**src/rtl/button_incr_pkg.sv**
```systemverilog
// Shared types for the push-button increment front end: FSM state encoding
// and a helper used to size the shared interval timer.
package button_incr_pkg;

    typedef enum logic [2:0] {
        IDLE         = 3'd0,
        PRESS_WAIT   = 3'd1,
        PRESSED      = 3'd2,
        REPEAT       = 3'd3,
        RELEASE_WAIT = 3'd4
    } state_t;

    function automatic int max3(input int a, input int b, input int c);
        int m;
        m = (a > b) ? a : b;
        return (m > c) ? m : c;
    endfunction

endpackage

```
**src/rtl/sync_ff.sv**
```systemverilog
// Multi-flop synchroniser for a single asynchronous bit; q is the last stage.
module sync_ff #(
    parameter int STAGES = 2
) (
    input  logic clk,
    input  logic rst,
    input  logic d,
    output logic q
);

    if (STAGES < 2) begin : g_bad_stages
        $error("sync_ff: STAGES must be >= 2");
    end

    logic [STAGES-1:0] chain;

    always_ff @(posedge clk or posedge rst) begin
        if (rst) begin
            chain <= '0;
        end else begin
            chain <= {chain[STAGES-2:0], d};
        end
    end

    assign q = chain[STAGES-1];

endmodule

```
**src/rtl/button_incr_gen.sv**
```systemverilog
// Push-button front end for counter.incr: synchronise, debounce, one pulse per
// accepted press, optional hold-to-repeat. All outputs are registered.
module button_incr_gen
    import button_incr_pkg::*;
#(
    parameter int SYNC_STAGES     = 2,
    parameter int DEBOUNCE_CYCLES = 4,
    parameter int HOLD_CYCLES     = 8,
    parameter int REPEAT_CYCLES   = 3,
    parameter int REPEAT_EN       = 1
) (
    input  logic   clk,
    input  logic   rst,
    input  logic   btn_in,
    output logic   incr,
    output logic   btn_level,
    output logic   repeating,
    output state_t state
);

    if (SYNC_STAGES < 2) begin : g_bad_sync
        $error("button_incr_gen: SYNC_STAGES must be >= 2");
    end
    if (DEBOUNCE_CYCLES < 1) begin : g_bad_debounce
        $error("button_incr_gen: DEBOUNCE_CYCLES must be >= 1");
    end
    if (HOLD_CYCLES < 1) begin : g_bad_hold
        $error("button_incr_gen: HOLD_CYCLES must be >= 1");
    end
    if (REPEAT_CYCLES < 1) begin : g_bad_repeat
        $error("button_incr_gen: REPEAT_CYCLES must be >= 1");
    end
    if (REPEAT_EN != 0 && REPEAT_EN != 1) begin : g_bad_repeat_en
        $error("button_incr_gen: REPEAT_EN must be 0 or 1");
    end

    localparam int TIMER_W = $clog2(max3(DEBOUNCE_CYCLES, HOLD_CYCLES, REPEAT_CYCLES)) + 1;

    localparam logic [TIMER_W-1:0] DEB_LAST  = TIMER_W'(DEBOUNCE_CYCLES - 1);
    localparam logic [TIMER_W-1:0] HOLD_LAST = TIMER_W'(HOLD_CYCLES - 1);
    localparam logic [TIMER_W-1:0] REP_LAST  = TIMER_W'(REPEAT_CYCLES - 1);
    localparam logic               RPT_ON    = (REPEAT_EN != 0);

    logic               btn_s;
    logic [TIMER_W-1:0] timer;
    logic [TIMER_W-1:0] timer_inc;
    logic [TIMER_W-1:0] timer_nxt;
    state_t             state_nxt;
    logic               pulse_nxt;
    logic               level_nxt;
    logic               repeating_nxt;

    sync_ff #(
        .STAGES(SYNC_STAGES)
    ) u_sync (
        .clk(clk),
        .rst(rst),
        .d  (btn_in),
        .q  (btn_s)
    );

    // Saturating increment: with repeat disabled the timer idles at all-ones in PRESSED.
    assign timer_inc = (timer == {TIMER_W{1'b1}}) ? timer : timer + TIMER_W'(1);

    // A btn_s change is tested before any terminal count, so it always wins.
    always_comb begin
        state_nxt = state;
        timer_nxt = timer_inc;
        pulse_nxt = 1'b0;
        unique case (state)
            IDLE: begin
                timer_nxt = '0;
                if (btn_s) begin
                    state_nxt = PRESS_WAIT;
                end
            end
            PRESS_WAIT: begin
                if (!btn_s) begin
                    state_nxt = IDLE;
                    timer_nxt = '0;
                end else if (timer == DEB_LAST) begin
                    state_nxt = PRESSED;
                    timer_nxt = '0;
                    pulse_nxt = 1'b1;
                end
            end
            PRESSED: begin
                if (!btn_s) begin
                    state_nxt = RELEASE_WAIT;
                    timer_nxt = '0;
                end else if (RPT_ON && timer == HOLD_LAST) begin
                    state_nxt = REPEAT;
                    timer_nxt = '0;
                    pulse_nxt = 1'b1;
                end
            end
            REPEAT: begin
                if (!btn_s) begin
                    state_nxt = RELEASE_WAIT;
                    timer_nxt = '0;
                end else if (timer == REP_LAST) begin
                    timer_nxt = '0;
                    pulse_nxt = 1'b1;
                end
            end
            RELEASE_WAIT: begin
                if (btn_s) begin
                    // Release bounce: back to PRESSED, hold interval starts over.
                    state_nxt = PRESSED;
                    timer_nxt = '0;
                end else if (timer == DEB_LAST) begin
                    state_nxt = IDLE;
                    timer_nxt = '0;
                end
            end
            default: begin
                state_nxt = IDLE;
                timer_nxt = '0;
            end
        endcase
    end

    assign level_nxt     = (state_nxt == PRESSED) || (state_nxt == REPEAT) ||
                           (state_nxt == RELEASE_WAIT);
    assign repeating_nxt = (state_nxt == REPEAT);

    always_ff @(posedge clk or posedge rst) begin
        if (rst) begin
            state     <= IDLE;
            timer     <= '0;
            incr      <= 1'b0;
            btn_level <= 1'b0;
            repeating <= 1'b0;
        end else begin
            state     <= state_nxt;
            timer     <= timer_nxt;
            incr      <= pulse_nxt;
            btn_level <= level_nxt;
            repeating <= repeating_nxt;
        end
    end

endmodule
```
**config.mk**
```make
export PLATFORM = sky130hd
export DESIGN_NAME = button_incr_gen
export DESIGN_NICKNAME = d
export VERILOG_FILES = /design/src/rtl/button_incr_pkg.sv /design/src/rtl/sync_ff.sv /design/src/rtl/button_incr_gen.sv
export SDC_FILE = /design/constraint.sdc
export NUM_CORES = 1
export LEC_CHECK = 0
export CORE_UTILIZATION = 45
export CTS_BUF_LIST = sky130_fd_sc_hd__clkbuf_2
export DETAILED_ROUTE_END_ITERATION = 16
export GPL_ROUTABILITY_DRIVEN = 0
export PLACE_DENSITY_LB_ADDON = 0.25
export SLEW_MARGIN = 20
export SYNTH_ARGS = -nofsm -noshare
export SYNTH_HDL_FRONTEND = slang
export SYNTH_SLANG_ARGS = --single-unit
```
**constraint.sdc**
```tcl
create_clock -name clk -period 2.1 [get_ports clk]
set_input_delay 0.42 -clock clk [delete_from_list [all_inputs] [get_ports clk]]
set_output_delay 0.42 -clock clk [all_outputs]
set_load 0.02 [all_outputs]
```
==> impl_metrics.env <==
export IMPL_ctsResizeCount=0
export IMPL_cpPeakStageDelay_ns=0.67
export IMPL_worstReg2RegStart="timer[1]$_DFF_PP0_"
export IMPL_rsz0062_at_grt="no"
export IMPL_fillCellCount=129
export IMPL_critPathKind="reg2out"
export IMPL_yosysTopAreaCell="dfrtp_1"
export IMPL_dpl_cell_area_um2=725.7
export IMPL_hold_path_depth=0
export IMPL_antenna_cells=0
export IMPL_final_cell_area_um2=744.5
export IMPL_outcome="finished, final reports clean"
export IMPL_cp_depth=1
export IMPL_powerDensity_nw_per_um2=565.3
export IMPL_nNetsFinal=77
export IMPL_drtAntennaViolNets=0
export IMPL_hp_class="reg2reg"
export IMPL_grt_overflow=0
export IMPL_cp_end_kind="output port"
export IMPL_slew_violations=0
export IMPL_r2r_cells=4
export IMPL_synth_cell_area_um2=654.4
export IMPL_syn2layout_area_growth_pct=13.77
export IMPL_cts_path_max_buffers=2
export IMPL_dp_hpwl_um=805.5
export IMPL_min_from="u_sync.chain[0]$_DFF_PP0_"
export IMPL_avgRoutedWirePerCell_um=13.80
export IMPL_min_period_ns=1.942
export IMPL_drc_errors=0
export IMPL_cp_max_fo=13
export IMPL_drive_gt1_frac=0.07042
export IMPL_via_count=521
export IMPL_max_slew_margin=0.7110
export IMPL_synth_area_leaders="dfrtp_1 46%, ha_1 3.8%, buf_6 3.4%, nor2_1 2.9%, a221oi_1 2.7%"
export IMPL_grt_pass1_vias=452
export IMPL_htreeDepth=1
export IMPL_synth_edff_count=0
export IMPL_drtIter0Drc=12
export IMPL_worst_path_dominant_cell_family="buffers and inverters"
export IMPL_fmax_mhz=514.9
export IMPL_cts_setup_buffers=0
export IMPL_leakage_nw=0.3216
export IMPL_worstPathBufferInverterCount=1
export IMPL_synth_fp_nets=67
export IMPL_synth_seq_cells=12
export IMPL_clock_skew_ns=0.001190
export IMPL_async_flop_share=1.000
export IMPL_layout_common_cells="12 x dfrtp_1, 8 x clkdlybuf4s50_1, 5 x nor2_1"
export IMPL_grt_usage=0.1897
export IMPL_crit_chain="clkdlybuf4s50_1"
export IMPL_syn_area_per_cell_um2=10.55
export IMPL_wl_um=1187
export IMPL_crit_required_ns=1.68
export IMPL_synth_seq_area_share=0.4589
export IMPL_grt_antenna_before_repair=0
export IMPL_min_to="u_sync.chain[1]$_DFF_PP0_"
export IMPL_hold_slack_ns=0.3636
export IMPL_final_util=0.5582
export IMPL_core_area_um2=1334
export IMPL_tritoncts="yes"
export IMPL_maxCapViolations=0
export IMPL_dieArea_um2=1611
export IMPL_reg2reg_to="timer[1]$_DFF_PP0_"
export IMPL_pre_cts_slack_ns=0.4656
export IMPL_die_h_um=40.14
export IMPL_synthesis_instances=62
export IMPL_synth_distinct_cells=33
export IMPL_grt_max_degree=14
export IMPL_worst_slack_ns=0.1579
export IMPL_drt_pass1_iter_count=5
export IMPL_holdBufCountCts=0
export IMPL_startpoint_type="flop"
export IMPL_vias_per_cell=6.058
export IMPL_rows=13
export IMPL_cts_root_buffer="clkbuf_2"
export IMPL_cts_buffers=3
export IMPL_peakVddDrop_mv=0.3772
export IMPL_worstPathArrival_ns=1.52
export IMPL_io_buffer_count=8
export IMPL_tightestPinTransition_ns=0.4331
export IMPL_grt_pass1_wl_um=1952
export IMPL_period_share=0.9248
export IMPL_reg2reg_slack_ns=0.51
export IMPL_start_util=0.4906
export IMPL_yosys_most_used_dff="dfrtp_1"
export IMPL_ioPinCount=9
export IMPL_synth_warnings=0
export IMPL_layout_commonest_cell="dfrtp_1"
export IMPL_critPathSlowestCell="clkdlybuf4s50_1"
export IMPL_yosysTopAreaCellShare=0.4589
export IMPL_path_clk_slew_ns=0.11
export IMPL_worst_skew_pair_late_latency_ns=0.26
export IMPL_tns_ns=0
export IMPL_die_w_um=40.14
export IMPL_setup_viol=0
export IMPL_cts_sinks=12
export IMPL_hold_violations=0
-- flip-flops by register name, summed over array words and instances, names as in the netlist --
register,flops
repeating,1
u_sync.chain,2
state,3
incr,1
btn_level,1
timer,4
-- per-layer routing --
| metal | wire length [um] | vias to the layer above | part of all wire | track usage |
|---|---|---|---|---|
| li1 | - | 246 | - | - |
| met1 | 561 | 248 | 0.47 | 0.2448 |
| met2 | 528 | 23 | 0.44 | 0.2621 |
| met3 | 85 | 4 | 0.072 | 0.1056 |
| met4 | 12 | 0 | 0.010 | 0.06897 |
| met5 | 0 | - | 0 | 0 |
-- power breakdown --
part           switching, mW  total, mW  internal, mW
clock                 0.0746      0.116        0.0413
combinational         0.0262     0.0506        0.0245
sequential            0.0145      0.254         0.240
total                  0.115      0.421         0.306
-- final cells by class --
type	instances	area [um^2]	share of cell area
well taps	15	18.77	0.02521
flip-flops and latches	12	300.3	0.4034
clock inverters	1	3.754	0.005042
repair buffers	8	80.08	0.1076
multi-input cells	43	311.5	0.4185
clock buffers	3	15.01	0.02017
inverters	4	15.01	0.02017
-- worst max-delay path by stage --
stage                                   from                  to  slack (ns)
after floorplan           timer[0]$_DFF_PP0_  timer[1]$_DFF_PP0_        0.71
after global placement    state[0]$_DFF_PP0_            state[0]        0.48
after detailed placement  state[0]$_DFF_PP0_            state[0]        0.47
after CTS                 state[0]$_DFF_PP0_            state[0]        0.15
after global routing      state[0]$_DFF_PP0_            state[0]        0.03
final                     state[0]$_DFF_PP0_            state[0]        0.16
-- logic make-up after synthesis --
logic type      synth area share
compound gates            0.1797
fa+ha+maj                0.03823
flops                     0.4589
simple gates              0.2314
xor+xnor                 0.02677
buf+inv                  0.06499
-- per-stage QoR --
stage | power, mW | cells
floorplan | 0.2938 | 62
global placement | 0.3086 | 82
detailed placement | 0.3095 | 82
CTS | 0.4284 | 86
global route | 0.4509 | 86
finish | 0.4208 | 86
-- synthesized netlist by cell type (2+ instances only) --
| cell type | count |
|---|---|
| dfrtp_1 | 12 |
| nor2_1 | 5 |
| inv_1 | 4 |
| a21oi_1 | 3 |
| a211oi_1 | 2 |
| a221oi_1 | 2 |
| buf_6 | 2 |
| ha_1 | 2 |
| nand2_1 | 2 |
| nand3_1 | 2 |
| nor3b_1 | 2 |
| o21ai_0 | 2 |
| o21ai_1 | 2 |
No activity file was read; power rests on OpenSTA's default activity.
